==> src/rtl/nibble_sub_pkg.sv <==
// rtl/nibble_sub_pkg.sv - shared constants, state type and sizing helper for the nibble-serial subtractor
//
// Purpose: common definitions imported by bla_sub_4bit and nibble_serial_subtractor.
//   NIBBLE       : width of the arithmetic slice in bits
//   state_e      : sequencer states IDLE / RUN / DONE
//   nibble_count : number of slice passes needed for a given operand width
package nibble_sub_pkg;

  localparam int NIBBLE = 4;

  typedef enum logic [1:0] {
    IDLE = 2'd0,
    RUN  = 2'd1,
    DONE = 2'd2
  } state_e;

  function automatic int nibble_count(input int width);
    return width / NIBBLE;
  endfunction

endpackage

==> src/rtl/bla_sub_4bit.sv <==
// rtl/bla_sub_4bit.sv - combinational 4-bit borrow-lookahead subtract slice
//
// Purpose: d = x - y - bi over four bits with all internal borrows resolved
//          by lookahead rather than rippling.
// Ports:
//   x  [3:0] in  : minuend nibble
//   y  [3:0] in  : subtrahend nibble
//   bi       in  : borrow-in
//   d  [3:0] out : difference nibble
//   bo       out : borrow-out
module bla_sub_4bit
  import nibble_sub_pkg::*;
(
  input  logic [3:0] x,
  input  logic [3:0] y,
  input  logic       bi,
  output logic [3:0] d,
  output logic       bo
);

  // A bit generates a borrow when x=0,y=1 and passes an incoming borrow when x==y.
  logic [3:0] g;
  logic [3:0] p;
  logic [4:0] c;

  assign g = ~x & y;
  assign p = ~(x ^ y);

  assign c[0] = bi;
  assign c[1] = g[0] | (p[0] & bi);
  assign c[2] = g[1] | (p[1] & g[0]) | (p[1] & p[0] & bi);
  assign c[3] = g[2] | (p[2] & g[1]) | (p[2] & p[1] & g[0]) | (p[2] & p[1] & p[0] & bi);
  assign c[4] = g[3] | (p[3] & g[2]) | (p[3] & p[2] & g[1]) | (p[3] & p[2] & p[1] & g[0])
              | (p[3] & p[2] & p[1] & p[0] & bi);

  assign d  = x ^ y ^ c[3:0];
  assign bo = c[4];

endmodule

==> src/rtl/nibble_serial_subtractor.sv <==
// rtl/nibble_serial_subtractor.sv - multi-cycle WIDTH-bit subtractor, one nibble per clock, LSB first
//
// Purpose: diff = a - b - bin computed through a single bla_sub_4bit slice,
//          sequenced by a start/busy/done handshake.
// Optional build macro: NIBBLE_SUB_ADD_MODE_EN adds the op input
//          (op=1 : diff = a + b + bin, bout reports carry-out).
// Ports:
//   clk       in  : rising-edge clock
//   rst_n     in  : asynchronous active-low reset
//   start     in  : operation request, sampled only in IDLE
//   op        in  : (macro only) 0 = subtract, 1 = add, captured with start
//   a, b      in  : operands, captured on accepted start
//   bin       in  : borrow-in (carry-in when adding), captured on accepted start
//   busy      out : high while nibbles are being processed
//   done      out : one-cycle pulse when the result is valid
//   diff      out : result, held until the next accepted start
//   bout      out : final borrow (carry in add mode)
//   zero      out : diff == 0
//   overflow  out : signed overflow
module nibble_serial_subtractor
  import nibble_sub_pkg::*;
#(
  parameter int WIDTH = 16
) (
  input  logic             clk,
  input  logic             rst_n,
  input  logic             start,
`ifdef NIBBLE_SUB_ADD_MODE_EN
  input  logic             op,
`endif
  input  logic [WIDTH-1:0] a,
  input  logic [WIDTH-1:0] b,
  input  logic             bin,
  output logic             busy,
  output logic             done,
  output logic [WIDTH-1:0] diff,
  output logic             bout,
  output logic             zero,
  output logic             overflow
);

  localparam int NN = nibble_count(WIDTH);
  localparam int IW = (NN > 1) ? $clog2(NN) : 1;
  localparam logic [IW-1:0] LAST = IW'(NN - 1);

  generate
    if ((WIDTH % NIBBLE) != 0 || WIDTH < 8) begin : g_width_check
      $error("nibble_serial_subtractor: WIDTH must be a multiple of 4 and at least 8");
    end
  endgenerate

  state_e           state;
  logic [WIDTH-1:0] a_reg;
  logic [WIDTH-1:0] b_reg;
  logic             borrow;
  logic [IW-1:0]    idx;
  logic [WIDTH-1:0] diff_next;
  logic [3:0]       x_nib;
  logic [3:0]       y_nib;
  logic [3:0]       d_nib;
  logic             bo_nib;

  // Add mode reuses the subtract slice: a + b + c == a - ~b - ~c (mod 2^WIDTH),
  // and the slice's final borrow is then the inverse of the carry-out.
  logic inv_in;
  logic add_q;

`ifdef NIBBLE_SUB_ADD_MODE_EN
  assign inv_in = op;

  always_ff @(posedge clk or negedge rst_n) begin
    if (!rst_n) begin
      add_q <= 1'b0;
    end else if (state == IDLE && start) begin
      add_q <= op;
    end
  end
`else
  assign inv_in = 1'b0;
  assign add_q  = 1'b0;
`endif

  assign x_nib = a_reg[idx*NIBBLE +: NIBBLE];
  assign y_nib = b_reg[idx*NIBBLE +: NIBBLE];

  bla_sub_4bit u_slice (
    .x  (x_nib),
    .y  (y_nib),
    .bi (borrow),
    .d  (d_nib),
    .bo (bo_nib)
  );

  // Result including the nibble being finished this cycle, so the flags can
  // be registered on the same edge as the last nibble.
  always_comb begin
    diff_next = diff;
    diff_next[idx*NIBBLE +: NIBBLE] = d_nib;
  end

  always_ff @(posedge clk or negedge rst_n) begin
    if (!rst_n) begin
      state    <= IDLE;
      a_reg    <= '0;
      b_reg    <= '0;
      borrow   <= 1'b0;
      idx      <= '0;
      diff     <= '0;
      bout     <= 1'b0;
      zero     <= 1'b0;
      overflow <= 1'b0;
    end else begin
      case (state)
        IDLE: begin
          if (start) begin
            a_reg    <= a;
            b_reg    <= inv_in ? ~b : b;
            borrow   <= bin ^ inv_in;
            idx      <= '0;
            diff     <= '0;
            bout     <= 1'b0;
            zero     <= 1'b0;
            overflow <= 1'b0;
            state    <= RUN;
          end
        end
        RUN: begin
          diff   <= diff_next;
          borrow <= bo_nib;
          idx    <= idx + 1'b1;
          if (idx == LAST) begin
            state <= DONE;
            bout  <= bo_nib ^ add_q;
            zero  <= (diff_next == '0);
            // b_reg holds ~b in add mode, so "a and b_reg signs differ" is the
            // subtract rule and, equivalently, the add rule "a and b signs match".
            overflow <= (a_reg[WIDTH-1] != b_reg[WIDTH-1]) &&
                        (diff_next[WIDTH-1] != a_reg[WIDTH-1]);
          end
        end
        DONE:    state <= IDLE;
        default: state <= IDLE;
      endcase
    end
  end

  assign busy = (state == RUN);
  assign done = (state == DONE);

endmodule

==> config.mk <==
export PLATFORM = sky130hd
export DESIGN_NAME = nibble_serial_subtractor
export DESIGN_NICKNAME = d
export VERILOG_FILES = /design/src/rtl/nibble_sub_pkg.sv /design/src/rtl/bla_sub_4bit.sv /design/src/rtl/nibble_serial_subtractor.sv
export SDC_FILE = /design/constraint.sdc
export NUM_CORES = 1
export LEC_CHECK = 0
export BUFFER_PORTS_ARGS = -buffer_cell sky130_fd_sc_hd__buf_2
export CAP_MARGIN = 20
export CORE_AREA = 4 4 71 86
export DETAILED_ROUTE_END_ITERATION = 8
export DIE_AREA = 0 0 75 90
export PLACE_DENSITY = 0.82
export SETUP_SLACK_MARGIN = 0.05
export SLEW_MARGIN = 20
export SYNTH_ARGS = -nofsm -noshare
export SYNTH_HDL_FRONTEND = slang
export SYNTH_SLANG_ARGS = --single-unit
==> constraint.sdc <==
create_clock -name clk -period 3.6 [get_ports clk]
set_input_delay 0.18 -clock clk [delete_from_list [all_inputs] [get_ports clk]]
set_output_delay 0.18 -clock clk [all_outputs]
set_load 0.02 [all_outputs]
==> metrics.yaml <==
dp_hpwl_mm: 4.74
fin_skew_ns: 0.00489
worst_path_largest_cell_delay_ns: 0.82
ctsHoldBuffers: 0
max_slew_margin_pct: 52.0
grt_pass1_wl_mm: 10.5
internal-power_uw: 1840
power.leakage_uw: 0.00165
cp_cell_sequence: "mux4_2 > inv_1 > ha_1 > a21o_2 > a21oi_1 > xnor2_1 > a31oi_1 > o41ai_1"
grt_use_total_pct: 20.0
worstSetupPathType: "reg2reg"
holdWs_ns: -0.0258
postSynthAreaPerCell_sq_um: 9.45
synth_cell_types: 36
worstPathArrival_ns: 3.40
p_seq_share_pct: 33.7
core.rowCount: 29
setup_tns_ns: 0
ios: 57
grt-ovfl-total: 0
cts.sinks: 56
synth_area_leaders: "dfrtp_1, nand2_1, mux4_2"
worstReg2RegEnd: "zero"
ys_warn_count: 0
synth_nets: 338
die_h_um: 90
synth_area_leader_cell: "dfrtp_1"
reg2regPathDepth: 8
first_global_vias: 2260
cp_max_fo: 18
worstSkewPairLatency_ns: 0.31
finalSetupViolations: 0
drive_gt1_share_pct: 23.5
htree_levels: 2
peakVddDrop_uv: 485
nets: 391
p_per_area_nw_per_um2: 1080
initial_core_util_pct: 52.3
required_ns: 3.79
rsz0062_at_grt: "no"
fp.coreArea_sq_um: 5260
cts_tree: "yes"
cp_slowest_cell: "dfrtp_1"
drc: 1
area_delta_synth_final_pct: 16.2
synth-main-ff-cell: "dfrtp_1"
fp.dieW_um: 75
timing.rr.start: "idx[0]"
seq_area_frac_synth_pct: 51.0
synth.ff_latch_count: 56
min_path_type: "in2async"
ant_nets: 0
clockBufferDepth: 2
io_buffers: 56
synthArstFlopShare_pct: 100
slew_viol_final: 0
final-hold-violation-count: 21
via_per_inst: 5.55
ff2ff_setup_slack_ns: 0.39
switchingPower_uw: 1600
yosysTopAreaCellShare_pct: 51.0
fin_util_pct: 60.7
cts-buffers-inserted: 5
worst_slew_pin_slew_ns: 0.719
dr.pass1.iters: 6
drtIter0Drc: 241
gp_congestion: 0.923
ctsResizeCount: 0
combPwrFrac_pct: 54.0
worstSetupStartpointType: "flip-flop"
vias: 2258
synthCells: 291
grt_start_max_net_pins: 57
netlist_area_sq_um: 2750
fin_crit_sh_pct: 89.1
fmax_mhz: 312
wl_per_cell_um: 15.5
fin_crit_ns: 3.21
pwr-share-clk_pct: 12.3
synth-edff-count: 0
diodes: 0
antenna_found_initial: 0
violations: "DRC, hold timing"
switching_share_pct: 46.5
max-cap-violations: 0
status: "finished with violations"
cp_top_family: "compound AO/OA/AOI/OAI gates"
cts_root_buf: "clkbuf_8"
cts.clk_slew.worst_paths_ns: 0.10
cts_setup_buffers: 0
crit_path_end_kind: "flip-flop"
die_area_sq_um: 6750
wl_mm: 6.32
critPathBufInv: 1
## worst max-delay path by stage
| stage | cells past startpoint | from | end |
|---|---|---|---|
| 6_report | 8 | idx[0] | zero |
| 3_5_place_dp | 8 | idx[0] | zero |
| 5_1_grt | 8 | idx[0] | zero |
| 2_1_floorplan | 9 | idx[0] | overflow |
| 3_3_place_gp | 8 | idx[0] | overflow |
| 4_1_cts | 8 | idx[0] | zero |
## cell usage in the layout, fill, tap and decap left out, drive strengths merged, types with 2 or more instances in the layout
master | synthesis | final
nand3b | 3 | 3
o22ai | 16 | 16
inv | 26 | 27
clkbuf | 9 | 5
nor2 | 5 | 5
or3 | 2 | 2
nor4 | 3 | 3
nor3 | 2 | 2
ha | 10 | 10
dfrtp | 56 | 56
mux4 | 8 | 8
xor2 | 3 | 3
o21ai | 8 | 8
o221ai | 2 | 2
nand3 | 2 | 2
buf | 2 | 57
a21oi | 11 | 11
nand2 | 104 | 104
a31oi | 3 | 3
## Yosys cell counts (2+ instances only)
cell      count
nand2_1     104
dfrtp_1      56
inv_1        26
o22ai_1      16
a21oi_1      11
ha_1         10
clkbuf_1      9
mux4_2        8
o21ai_0       8
nor2_1        5
a31oi_1       3
nand3b_1      3
nor4_1        3
buf_2         2
nand3_1       2
nor3_1        2
o221ai_1      2
or3_1         2
xor2_1        2
## power by group through the flow
stage | Clock (uW) | Combinational (uW) | Sequential (uW)
after floorplan | 0 | 1340 | 1140
after global placement | 0 | 1770 | 1160
after detailed placement | 0 | 1840 | 1180
after CTS | 426 | 1850 | 1160
after global routing | 449 | 2050 | 1200
final | 424 | 1860 | 1160
## area by class of cell
type	instances	area (sq um)
fillers	454	2070
well taps	62	77.6
clock inverters	3	46.3
flip-flops and latches	56	1400
inverters	26	97.6
multi-input cells	198	1210
repair buffers	57	288
clock buffers	5	68.8
## per-layer routing
layer / vias up / share of wire [%] / GRT usage, %
li1: 1088 / - / -
met1: 1059 / 41 / 25.8
met2: 91 / 49 / 33.0
met3: 20 / 7.5 / 3.24
met4: 0 / 2.3 / 7.27
met5: - / 0 / 0
## stage by stage
stage	instance area, sq um	instances	hold slack (ns)	worst slack [ns]	total power, uW
floorplan	2750	291	-0.116	0.741	2480
global placement	3070	399	0.344	0.591	2930
detailed placement	3070	399	0.351	0.381	3020
CTS	3190	407	0.0139	0.407	3430
global route	3190	407	0.0439	0.216	3700
finish	3190	407	-0.0258	0.392	3450
## worst reg2reg max path, cell delays in order, from the launching register on
cell     delay [ns]
dfrtp_1        0.82
mux4_2         0.59
inv_1          0.11
ha_1           0.26
a21o_2         0.19
a21oi_1        0.19
xnor2_1        0.29
a31oi_1        0.18
o41ai_1        0.45
## cells by family after synthesis
logic type | count (synthesis) | share of synthesized area [%]
flip-flops | 56 | 51.0
AND/OR/NAND/NOR | 128 | 19.5
adder cells (fa/ha/maj) | 11 | 5.28
multiplexers | 9 | 6.96
AO/OA/AOI/OAI | 46 | 10.6
XOR/XNOR | 4 | 1.55
buffers and inverters | 37 | 5.14
Power figures use the tool's default switching activity.
